`src/rtl/csi2_dphy_delay_cal.sv`:
```
// Per-lane IDELAY calibration for the CSI-2 D-PHY receiver: sweeps every tap, scores sync
// detections against sync errors, then centres each lane in its widest passing window.
module csi2_dphy_delay_cal #(
  parameter int DATA_LANES = 2,
  parameter int TAP_COUNT  = 32,
  parameter int SETTLE_LEN = 16,
  parameter int WINDOW_LEN = 4096,
  parameter int MIN_SYNC   = 2,
  localparam int TW        = $clog2(TAP_COUNT)
) (
  input  logic                       ref_clk_i,
  input  logic                       ref_srst_i,
  input  logic                       start_i,
  input  logic [DATA_LANES-1:0]      lane_sync_i,
  input  logic [DATA_LANES-1:0]      lane_sync_err_i,
  input  logic [DATA_LANES-1:0]      btn_i,
  output logic [DATA_LANES-1:0]      inc_delay_o,
  output logic [DATA_LANES*TW-1:0]   tap_o,
  output logic                       busy_o,
  output logic                       done_o,
  output logic [DATA_LANES-1:0]      fail_o
);

  localparam int LW      = TW + 1;
  localparam int CNT_MAX = (WINDOW_LEN > SETTLE_LEN) ? WINDOW_LEN : SETTLE_LEN;
  localparam int CW      = $clog2(CNT_MAX + 1);
  localparam logic [TW-1:0] LAST_TAP    = TW'(TAP_COUNT - 1);
  localparam logic [CW-1:0] SETTLE_LAST = CW'(SETTLE_LEN - 1);
  localparam logic [CW-1:0] WINDOW_LAST = CW'(WINDOW_LEN - 1);
  localparam logic [7:0]    SYNC_MIN    = 8'(MIN_SYNC);

  typedef enum logic [2:0] {
    S_IDLE, S_REWIND, S_SETTLE, S_MEASURE, S_EVAL, S_STEP, S_CENTER, S_DONE
  } state_t;

  state_t                               r_state, w_state_nxt;
  logic [CW-1:0]                        r_cnt;
  logic [TW-1:0]                        r_k;
  logic                                 r_gap, r_busy, r_done;
  logic [DATA_LANES-1:0][TW-1:0]        r_tap, r_cur_start, r_best_start, w_target;
  logic [DATA_LANES-1:0][LW-1:0]        r_cur_len, r_best_len, w_center, w_run_len;
  logic [DATA_LANES-1:0][TW-1:0]        w_run_start;
  logic [DATA_LANES-1:0][7:0]           r_sync_cnt;
  logic [DATA_LANES-1:0]                r_err, r_inc, r_fail;
  logic [DATA_LANES-1:0]                w_inc, w_pass, w_tap_match, w_btn_edge;
  logic [3:0][DATA_LANES-1:0]           r_btn_sync;
  logic                                 w_accept, w_meas_start;

  function automatic logic [TW-1:0] next_tap(input logic [TW-1:0] t);
    return (t == LAST_TAP) ? '0 : t + 1'b1;
  endfunction

  assign w_btn_edge   = r_btn_sync[2] & ~r_btn_sync[3];
  assign w_accept     = start_i && (r_state == S_IDLE || r_state == S_DONE);
  assign w_meas_start = (r_state == S_SETTLE) && (r_cnt == SETTLE_LAST);

  always_comb begin
    for (int l = 0; l < DATA_LANES; l++) begin
      w_pass[l]      = (r_sync_cnt[l] >= SYNC_MIN) && !r_err[l];
      w_run_start[l] = (r_cur_len[l] == '0) ? r_k : r_cur_start[l];
      w_run_len[l]   = r_cur_len[l] + 1'b1;
      // Runs never wrap, so the centre always stays below TAP_COUNT and truncation is safe.
      w_center[l]    = {1'b0, r_best_start[l]} + ((r_best_len[l] - LW'(1)) >> 1);
      w_target[l]    = (r_best_len[l] == '0) ? '0 : w_center[l][TW-1:0];
      w_tap_match[l] = (r_tap[l] == w_target[l]);
    end
  end

  // NOTE: every output of this block gets a default first, so no path can infer a latch.
  always_comb begin
    w_state_nxt = r_state;
    w_inc       = '0;
    case (r_state)
      S_IDLE, S_DONE: begin
        if (start_i) begin
          w_state_nxt = S_REWIND;
          for (int l = 0; l < DATA_LANES; l++) w_inc[l] = (r_tap[l] != '0);
        end else begin
          w_inc = w_btn_edge;
        end
      end
      S_REWIND: begin
        for (int l = 0; l < DATA_LANES; l++) w_inc[l] = !r_gap && (r_tap[l] != '0);
        if (r_tap == '0) w_state_nxt = S_SETTLE;
      end
      S_SETTLE:  if (r_cnt == SETTLE_LAST) w_state_nxt = S_MEASURE;
      S_MEASURE: if (r_cnt == WINDOW_LAST) w_state_nxt = S_EVAL;
      S_EVAL:    w_state_nxt = S_STEP;
      S_STEP: begin
        w_inc       = '1;
        w_state_nxt = (r_k == LAST_TAP) ? S_CENTER : S_SETTLE;
      end
      S_CENTER: begin
        for (int l = 0; l < DATA_LANES; l++) w_inc[l] = !r_gap && !w_tap_match[l];
        if (&w_tap_match) w_state_nxt = S_DONE;
      end
      default: w_state_nxt = S_IDLE;
    endcase
  end

  // NOTE: state registers use non-blocking assignments so every flop samples pre-edge values.
  always_ff @(posedge ref_clk_i or posedge ref_srst_i) begin
    if (ref_srst_i) begin
      r_state      <= S_IDLE;
      r_cnt        <= '0;
      r_k          <= '0;
      r_gap        <= 1'b0;
      r_busy       <= 1'b0;
      r_done       <= 1'b0;
      r_tap        <= '0;
      r_cur_start  <= '0;
      r_best_start <= '0;
      r_cur_len    <= '0;
      r_best_len   <= '0;
      r_sync_cnt   <= '0;
      r_err        <= '0;
      r_inc        <= '0;
      r_fail       <= '0;
      r_btn_sync   <= '0;
    end else begin
      r_state    <= w_state_nxt;
      r_cnt      <= (w_state_nxt != r_state) ? '0 : r_cnt + 1'b1;
      r_inc      <= w_inc;
      r_gap      <= |w_inc;
      r_btn_sync <= {r_btn_sync[2:0], btn_i};
      for (int l = 0; l < DATA_LANES; l++) begin
        if (w_inc[l]) r_tap[l] <= next_tap(r_tap[l]);
        // The counters restart on the SETTLE->MEASURE edge but still count that cycle's pulses.
        if (w_meas_start) begin
          r_sync_cnt[l] <= {7'd0, lane_sync_i[l]};
          r_err[l]      <= lane_sync_err_i[l];
        end else if (r_state == S_MEASURE) begin
          if (lane_sync_i[l] && r_sync_cnt[l] != 8'hFF) r_sync_cnt[l] <= r_sync_cnt[l] + 1'b1;
          if (lane_sync_err_i[l]) r_err[l] <= 1'b1;
        end
        if (r_state == S_EVAL) begin
          if (w_pass[l]) begin
            r_cur_start[l] <= w_run_start[l];
            r_cur_len[l]   <= w_run_len[l];
            if (w_run_len[l] > r_best_len[l]) begin
              r_best_start[l] <= w_run_start[l];
              r_best_len[l]   <= w_run_len[l];
            end
          end else begin
            r_cur_len[l] <= '0;
          end
        end
        if (r_state == S_CENTER) r_fail[l] <= (r_best_len[l] == '0);
      end
      if (r_state == S_STEP && r_k != LAST_TAP) r_k <= r_k + 1'b1;
      if (r_state == S_CENTER && w_state_nxt == S_DONE) begin
        r_busy <= 1'b0;
        r_done <= 1'b1;
      end
      if (w_accept) begin
        r_busy       <= 1'b1;
        r_done       <= 1'b0;
        r_fail       <= '0;
        r_k          <= '0;
        r_cur_start  <= '0;
        r_cur_len    <= '0;
        r_best_start <= '0;
        r_best_len   <= '0;
      end
    end
  end

  assign inc_delay_o = r_inc;
  assign tap_o       = r_tap;
  assign busy_o      = r_busy;
  assign done_o      = r_done;
  assign fail_o      = r_fail;

endmodule

```
`config.mk`:
```
export PLATFORM = sky130hd
export DESIGN_NAME = csi2_dphy_delay_cal
export DESIGN_NICKNAME = d
export VERILOG_FILES = /design/src/rtl/csi2_dphy_delay_cal.sv
export SDC_FILE = /design/constraint.sdc
export NUM_CORES = 1
export LEC_CHECK = 0
export CORE_MARGIN = 2
export CORE_UTILIZATION = 55
export DETAILED_ROUTE_END_ITERATION = 10
export PLACE_DENSITY = 0.73
export SLEW_MARGIN = 30
export SYNTH_ARGS = -nofsm -noshare
export SYNTH_HDL_FRONTEND = slang
export SYNTH_SLANG_ARGS = --single-unit
export TNS_END_PERCENT = 1
```
`constraint.sdc`:
```
create_clock -name ref_clk_i -period 8.1 [get_ports ref_clk_i]
set_input_delay 2.43 -clock ref_clk_i [delete_from_list [all_inputs] [get_ports ref_clk_i]]
set_output_delay 2.43 -clock ref_clk_i [all_outputs]
set_load 0.02 [all_outputs]
```
# [Word-level counts from Yosys, hierarchy flattened]
# Index checks and enable logic that the tools add are counted.
# Widths: inputs -> output; s select.
[totals] register_bits=108 input_bits=9 out_inout_bits=16 elab_cells=174
[op_classes] addsub=12 order_cmp=4 n_eq_ne=19 mux=61 bitwise_logic=2 reduce_logical=50
[op_table] op="$mux 5" n=18
[op_table] op="$mux 6" n=10
[op_table] op="$mux 8" n=6
[op_table] op="$reduce_bool 2->1" n=13
[op_table] op="$logic_not 6->1" n=4
[op_table] op="$mux 12" n=2
[op_table] op="$pmux 3 s7" n=1
[op_table] op="$mux 10" n=2
[op_table] op="$mux 3" n=6
[op_table] op="$add 8x1->8 const B" n=2
[op_table] op="$ge 8x2->1 const B" n=2
[op_table] op="$ne 8x8->1 const B" n=2
[op_table] op="$add 5x1->5 const B" n=3
[op_table] op="$eq 3x3->1 const B" n=5
[op_table] op="$eq 5x5->1 const B" n=3
[op_table] op="$reduce_and 2->1" n=7
[op_table] op="$add 13x1->13 const B" n=1
[op_table] op="$eq 13x12->1 const B" n=1
[op_table] op="$eq 13x4->1 const B" n=1
[op_table] op="$mux 13" n=1
[op_table] op="$add 6x1->6 const B" n=2
[op_table] op="$gt 6x6->1" n=2
[op_table] op="$logic_and 1x1->1" n=12
[op_table] op="$mux 1" n=12
[op_table] op="18 further kinds" n=30

# [Logic depth before layout (Yosys ltp)]
# Gate-level depths: netlist of run 1.
[depth] ltp_word=11 mapped_depth=13 ltp_nobuf=12

# [Least setup slack after synthesis of run 1]
# No wires, ideal clock.
[synth_path] kind="input port to flip-flop" startpoint="in start_i" endpoint="reg r_best_len[0] (netlist name)" setup_ns=0.094 arrival_ns=4.288 t_required_ns=8.006 slack_ns=3.718 cell_stages=9 path_buffers=2 path_cell_list="buf_2 > nand3_1 > o21ai_0 > a22oi_1 > a211o_1 > a211oi_2 > clkbuf_1 > nor2_1 > a211oi_1"
[synth_via] elab_chain_cells=3 word_cells_on_any_way=6 classes_between="1 x mux; 5 x reduce/logical"
[synth_lines] item="start, declared" line="13" text="input logic start_i,"
[synth_lines] item="$logic_and 1x1->1 *" line="54" text="assign w_accept = start_i && (r_state == S_IDLE || r_state == S_DONE);"
[synth_lines] item="$reduce_bool 2->1 (no line)"
[synth_lines] item="$reduce_and 3->1 (no line)"
[synth_lines] item="end signal, assigned by index" line="142" text="r_best_len[l] <= w_run_len[l];"
[synth_lines] item="end, declared" line="41" text="logic [DATA_LANES-1:0][LW-1:0] r_cur_len, r_best_len, w_center, w_run_len;"
# Mark *: on every way between the ends. The rest lies on a longest branch, timed or not.
# A chain may end at the register's enable or synchronous reset.

# [Worst setup path in the final report of run 1]
[layout_path] startpoint="in start_i" endpoint="reg r_best_len[1] (netlist name)"
# The elaborated chain is that of the path after synthesis.

==> results of run 1 <==
-- report_power, final --
group          total [W]  switching, W  internal (W)  leakage (nW)
Clock           0.000457      0.000198      0.000259         0.150
Sequential      0.000827      0.000170      0.000658          1.42
Combinational   0.000820      0.000429      0.000392          1.59
Total            0.00210      0.000796       0.00131          3.16
-- cells by family after synthesis --
logic type,Yosys count,synth area share
buffers and inverters,64,0.04074
adder cells (fa/ha/maj),41,0.08386
AO/OA/AOI/OAI,111,0.1274
flip-flops,108,0.4293
XOR/XNOR,50,0.07393
AND/OR/NAND/NOR,229,0.1834
multiplexers,38,0.06141
-- per-layer routing --
metal	track usage	wire [um]	part of all wire	vias to the layer above
met5	0	0	0	-
met4	0.06750	196	0.015	0
met3	0.05905	556	0.043	14
met2	0.3374	6040	0.47	97
met1	0.3039	5999	0.47	2336
li1	-	-	-	2289
-- how the worst max path moves through the flow --
stage / start / endpoint / slack, ns / cells past startpoint
after global placement: start_i / r_best_len[5]$_DFFE_PP0P_ / 2.82 / 9
after detailed placement: start_i / r_best_len[1]$_DFFE_PP0P_ / 2.97 / 9
after CTS: start_i / r_best_len[1]$_DFFE_PP0P_ / 3.34 / 9
final: start_i / r_best_len[1]$_DFFE_PP0P_ / 3.33 / 9
after global routing: start_i / r_best_start[4]$_DFFE_PP0P_ / 3.13 / 9
after floorplan: ref_srst_i / busy_o$_DFFE_PP0P_ / 2.82 / 1
-- registers in the layout (all words and copies together) (netlist names), 8 cells and up --
name,count
tap_o,10
r_sync_cnt,16
r_cur_start,10
r_best_start,10
r_best_len,12
r_btn_sync,8
r_cur_len,12
r_cnt,13
-- per-stage QoR --
stage | total power (W) | hold WS (ns)
6_report | 0.002105 | 0.3445
5_1_grt | 0.002260 | 0.3699
4_1_cts | 0.002120 | 0.3442
3_5_place_dp | 0.001653 | 0.3347
3_3_place_gp | 0.001617 | 0.3330
2_1_floorplan | 0.001418 | 0.3312
-- worst max-delay path: stages --
cell	delay (ns)
clkdlybuf4s50_1	0.67
nand3_1	0.14
o21ai_0	0.12
a22oi_1	0.09
buf_4	0.23
a211o_1	0.30
a211oi_4	0.67
mux2i_1	0.26
nor2_1	0.06
-- cells in the mapped netlist (4+ instances only) --
| cell type | instances |
|---|---|
| a211o_1 | 5 |
| nand4_1 | 8 |
| nor3_1 | 7 |
| o31ai_1 | 8 |
| mux2i_1 | 33 |
| dfrtp_1 | 108 |
| and3_1 | 13 |
| nor2b_1 | 7 |
| buf_2 | 4 |
| ha_1 | 39 |
| nor4_1 | 9 |
| inv_1 | 35 |
| o2bb2ai_1 | 4 |
| nand3_1 | 22 |
| o21ai_0 | 8 |
| nor2_1 | 90 |
| and2_1 | 4 |
| a211oi_1 | 18 |
| xnor2_1 | 23 |
| mux2_2 | 5 |
| and4_1 | 6 |
| a21o_1 | 4 |
| nor3b_1 | 6 |
| clkbuf_1 | 22 |
| a31oi_1 | 7 |
| a21oi_1 | 24 |
| xor2_1 | 25 |
| nand2_1 | 36 |
| a22o_1 | 11 |
-- area by class of cell --
| class | instances | area, um2 | area share |
|---|---|---|---|
| well taps | 143 | 178.9 | 0.02568 |
| clock buffers | 12 | 256.5 | 0.03682 |
| repair buffers | 28 | 270.3 | 0.03879 |
| multi-input cells | 469 | 3369 | 0.4837 |
| clock inverters | 4 | 55.05 | 0.007902 |
| inverters | 35 | 133.9 | 0.01922 |
| flip-flops and latches | 108 | 2703 | 0.3879 |
==> impl_metrics.yaml, run 1 <==
grt:
  grt_pass1_vias: 4578
  grt_max_degree: 68
  overflow: 0
  antenna_found_initial: 0
  grt_usage: 0.2186
  grt_pass1_wl_mm: 21.82
clocking:
  clockBufferDepth: 2
  cts_hold_buf: 0
  clockRootBuffer: "clkbuf_16"
  clk_pin_slew_worst_paths_ns: 0.07
  cts_tree: "done"
  clk_latency_ns: 0.36
  post_cts_buffers: 0
  cts_made_buffers: 9
  post_cts_resized: 0
  clock-sinks: 108
  htreeDepth: 3
die:
  start_util: 0.5586
  std_cell_rows: 39
  core-area_um2: 11270
  io-pin-count: 25
  dieArea_um2: 12320
  die_h_um: 111.0
  die_w_um: 111.0
logic_synthesis:
  syn_nets: 691
  synthArstFlopShare: 1.000
  synth_top_area_cell: "dfrtp_1"
  syn-instance-count: 641
  yosysTopAreaCellShare: 0.4293
  synth_cell_types: 61
  ys_top_cells_by_area: "dfrtp_1 (43%), ha_1 (7.8%), nor2_1 (5.4%)"
  synthFlopType: "dfrtp_1"
  synth_seq_cells: 108
  avgSynthCellArea_um2: 9.822
  yosysSeqAreaShare: 0.4293
  netlist_area_um2: 6296
  yosysWarnings: 0
  synth_edf_count: 0
finish:
  final_core_util: 0.6180
  n_antenna_cell: 0
  nNetsFinal: 701
  fill_cells: 950
  drive_above_1_share: 0.05793
  final_common_cell: "dfrtp_1"
  layout_common_cells: "dfrtp_1 (108), nor2_1 (90), ha_1 (39)"
  syn_to_final_growth_pct: 10.65
  fin_area_um2: 6967
  finalNonFillerCells: 799
hold_path:
  holdPathStages: 0
  hold_end: "r_btn_sync[2]$_DFF_PP0_"
  worstHoldStart: "r_btn_sync[0]$_DFF_PP0_"
  holdCritPathClass: "flip-flop to flip-flop"
drt:
  ant_nets: 0
  wl_per_cell_um: 16.01
  drc: 0
  drtIter0Drc: 384
  first_pass_iters: 6
  via_count: 4736
  wl_mm: 12.79
  vias_per_cell: 5.927
run_status:
  status: "finished clean"
power_and_ir_drop:
  ir_drop_v: 0.0002453
  power.leakage_nw: 3.162
  power_density_nw_per_um2: 302.1
worst_setup_path:
  reg2regPathDepth: 12
  cp_data_arrival_time_ns: 5.00
  rrSetupSlack_ns: 4.20
  reg2reg_from: "r_best_len[1]$_DFFE_PP0P_"
  r2r-end: "r_cnt[8]$_DFF_PP0_"
  endpoint_kind: "flip-flop"
  crit_type: "primary input to flip-flop"
  crit_fanout: 17
  start_kind: "primary input"
  crit_required_ns: 8.33
placement:
  placed_cell_area_um2: 6638
  hpwl_mm: 9.064
  placed_cells: 783
  pre_cts_ws_ns: 2.972
  gp_congestion: 0.8242
  portBuffers: 24
sta:
  report.final.slew_viol_count: 0
  fmax_mhz: 209.7
  rsz0062_at_grt: "false"
  period_needed_ns: 4.769
  relSlewSlack: 0.4515
  finalCritPeriodShare: 0.5887
  finalSetupTns_ns: 0
  fin_skew_ns: 0.008244
  hold_viol_final: 0
  worst_pin_slew_ns: 0.8228
  worst_slack_ns: 3.331
  report.final.setup_viol: 0
job:
  maxCapViolCount: 0
No activity file was read; power rests on OpenSTA's default activity.
==> run 2, diff against run 1 <==
--- a/config.mk
+++ b/config.mk
@@ -8,7 +8,7 @@
 export CORE_MARGIN = 2
 export CORE_UTILIZATION = 55
 export DETAILED_ROUTE_END_ITERATION = 10
-export PLACE_DENSITY = 0.73
+export PLACE_DENSITY = 0.76
 export SLEW_MARGIN = 30
 export SYNTH_ARGS = -nofsm -noshare
 export SYNTH_HDL_FRONTEND = slang
==> constraint.sdc (replaced) <==
create_clock -name ref_clk_i -period 4.3 [get_ports ref_clk_i]
set_input_delay 1.29 -clock ref_clk_i [delete_from_list [all_inputs] [get_ports ref_clk_i]]
set_output_delay 1.29 -clock ref_clk_i [all_outputs]
set_load 0.02 [all_outputs]
==> impl_metrics.yaml, run 2 (synthesized netlist as in run 1, its figures left out) <==
job:
  maxCapViolCount: 0
drt:
  vias_per_cell: 5.928
  ant_nets: 0
  first_pass_iters: 7
  wl_per_cell_um: 16.40
  via_count: 4784
  drtIter0Drc: 339
  drc: 0
  wl_mm: 13.23
placement:
  pre_cts_ws_ns: 0.4579
  hpwl_mm: 9.564
  placed_cell_area_um2: 6695
  portBuffers: 24
  gp_congestion: 0.7707
die:
  die_w_um: 111.0
  start_util: 0.5586
  die_h_um: 111.0
  std_cell_rows: 39
  core-area_um2: 11270
  io-pin-count: 25
  dieArea_um2: 12320
worst_setup_path:
  reg2regPathDepth: 12
  slowest_delay_ns: 0.55
  start_kind: "flip-flop"
  reg2reg_from: "r_best_len[1]$_DFFE_PP0P_"
  r2r-end: "r_cnt[2]$_DFF_PP0_"
  rrSetupSlack_ns: 0.50
  crit_required_ns: 4.52
  startpoint: "r_best_len[1]$_DFFE_PP0P_"
  crit_fanout: 13
  cp_data_arrival_time_ns: 4.02
  endpoint_kind: "flip-flop"
  worstSetupEndpoint: "r_cnt[2]$_DFF_PP0_"
  slowest_stage: "or4b_1"
  cp_cell_sequence: "inv_1 -> ha_1 -> inv_1 -> ha_1 -> fa_1 -> or3b_1 -> a211o_1 -> a211oi_1 -> o211ai_1 -> or4b_1 -> o21ai_2 -> nor2_1"
  crit_type: "flip-flop to flip-flop"
sta:
  relSlewSlack: 0.5535
  finalSetupTns_ns: 0
  fin_skew_ns: 0.009562
  report.final.setup_viol: 0
  worst_pin_slew_ns: 0.6697
  fmax_mhz: 263.0
  finalCritPeriodShare: 0.8844
  rsz0062_at_grt: "false"
  period_needed_ns: 3.803
  hold_viol_final: 0
  report.final.slew_viol_count: 0
  worst_slack_ns: 0.4970
clocking:
  post_cts_buffers: 0
  clock-sinks: 108
  htreeDepth: 3
  clk_latency_ns: 0.36
  cts_hold_buf: 0
  clockBufferDepth: 2
  clk_pin_slew_worst_paths_ns: 0.08
  cts_made_buffers: 9
  cts_tree: "done"
  clockRootBuffer: "clkbuf_16"
  post_cts_resized: 0
grt:
  grt_usage: 0.2261
  antenna_found_initial: 0
  grt_max_degree: 57
  grt_pass1_vias: 4680
  grt_pass1_wl_mm: 22.71
  overflow: 0
finish:
  syn_to_final_growth_pct: 11.25
  top_register: "r_sync_cnt"
  final_common_cell: "dfrtp_1"
  largest_reg_flops: 16
  fin_area_um2: 7004
  layout_common_cells: "dfrtp_1 (108), nor2_1 (90), ha_1 (39)"
  fill_cells: 908
  n_antenna_cell: 0
  drive_above_1_share: 0.06777
  top_regs: "r_sync_cnt (16), r_cnt (13)"
  final_core_util: 0.6214
  nNetsFinal: 709
power_and_ir_drop:
  ir_drop_v: 0.0005214
  power_density_nw_per_um2: 567.0
  power.leakage_nw: 3.201
hold_path:
  holdCritPathClass: "flip-flop to flip-flop"
run_status:
  status: "finished clean"
-- run 2: cell types whose count changed in the layout (fill, tap and decap cells not counted) --
cell and change:
buf_12 +1, nor4_2 +1, a211oi_4 -2, clkinvlp_4 -1
clkbuf_1 +1, clkbuf_8 -2, buf_4 +7, a211oi_2 +2
inv_8 +1, nor4_4 -1, clkinv_4 +1
-- run 2: worst max-delay path, delay by kind of cell, from the launching register on --
family | cells | cell delay (ns)
AOI/OAI and AO/OA | 4 | 1.10
buffers and inverters | 2 | 0.14
and+or+nand+nor | 3 | 1.04
adders and majority gates | 3 | 0.98
DFF | 1 | 0.39
-- run 2: report_power, final --
part,internal (W),leakage [nW],switching [W]
logic,0.000744,1.64,0.000811
clock network,0.000462,0.147,0.000386
registers,0.00124,1.42,0.000330
-- run 2: how the worst min path moves through the flow --
| stage | start | to | slack [ns] | cells past startpoint |
|---|---|---|---|---|
| after floorplan | r_btn_sync[0]$_DFF_PP0_ | r_btn_sync[2]$_DFF_PP0_ | 0.33 | 0 |
| after global placement | r_btn_sync[2]$_DFF_PP0_ | r_btn_sync[4]$_DFF_PP0_ | 0.33 | 0 |
| after detailed placement | r_btn_sync[3]$_DFF_PP0_ | r_btn_sync[5]$_DFF_PP0_ | 0.34 | 0 |
| after CTS | r_btn_sync[3]$_DFF_PP0_ | r_btn_sync[5]$_DFF_PP0_ | 0.35 | 0 |
| after global routing | r_btn_sync[3]$_DFF_PP0_ | r_btn_sync[5]$_DFF_PP0_ | 0.36 | 0 |
| final | r_btn_sync[3]$_DFF_PP0_ | r_btn_sync[5]$_DFF_PP0_ | 0.34 | 0 |
-- run 2: routing by layer --
metal | global-route usage | share of wire
met1 | 0.3029 | 0.46
met2 | 0.3689 | 0.49
met3 | 0.05085 | 0.037
met4 | 0.07083 | 0.016
met5 | 0 | 0
-- run 2: area by class of cell --
class	instances	area, um2	share of cell area
inverters	35	133.9	0.01911
repair buffers	36	342.8	0.04895
well taps	143	178.9	0.02554
flip-flops and latches	108	2703	0.3859
clock inverters	5	67.56	0.009646
multi-input cells	469	3346	0.4777
clock buffers	11	232.7	0.03323
-- run 2: stage by stage --
step	std cells	power, W	hold slack [ns]
floorplan	641	0.002672	0.3312
global placement	791	0.003040	0.3334
detailed placement	791	0.003124	0.3396
CTS	807	0.003989	0.3490
global route	807	0.004241	0.3649
finish	807	0.003972	0.3448
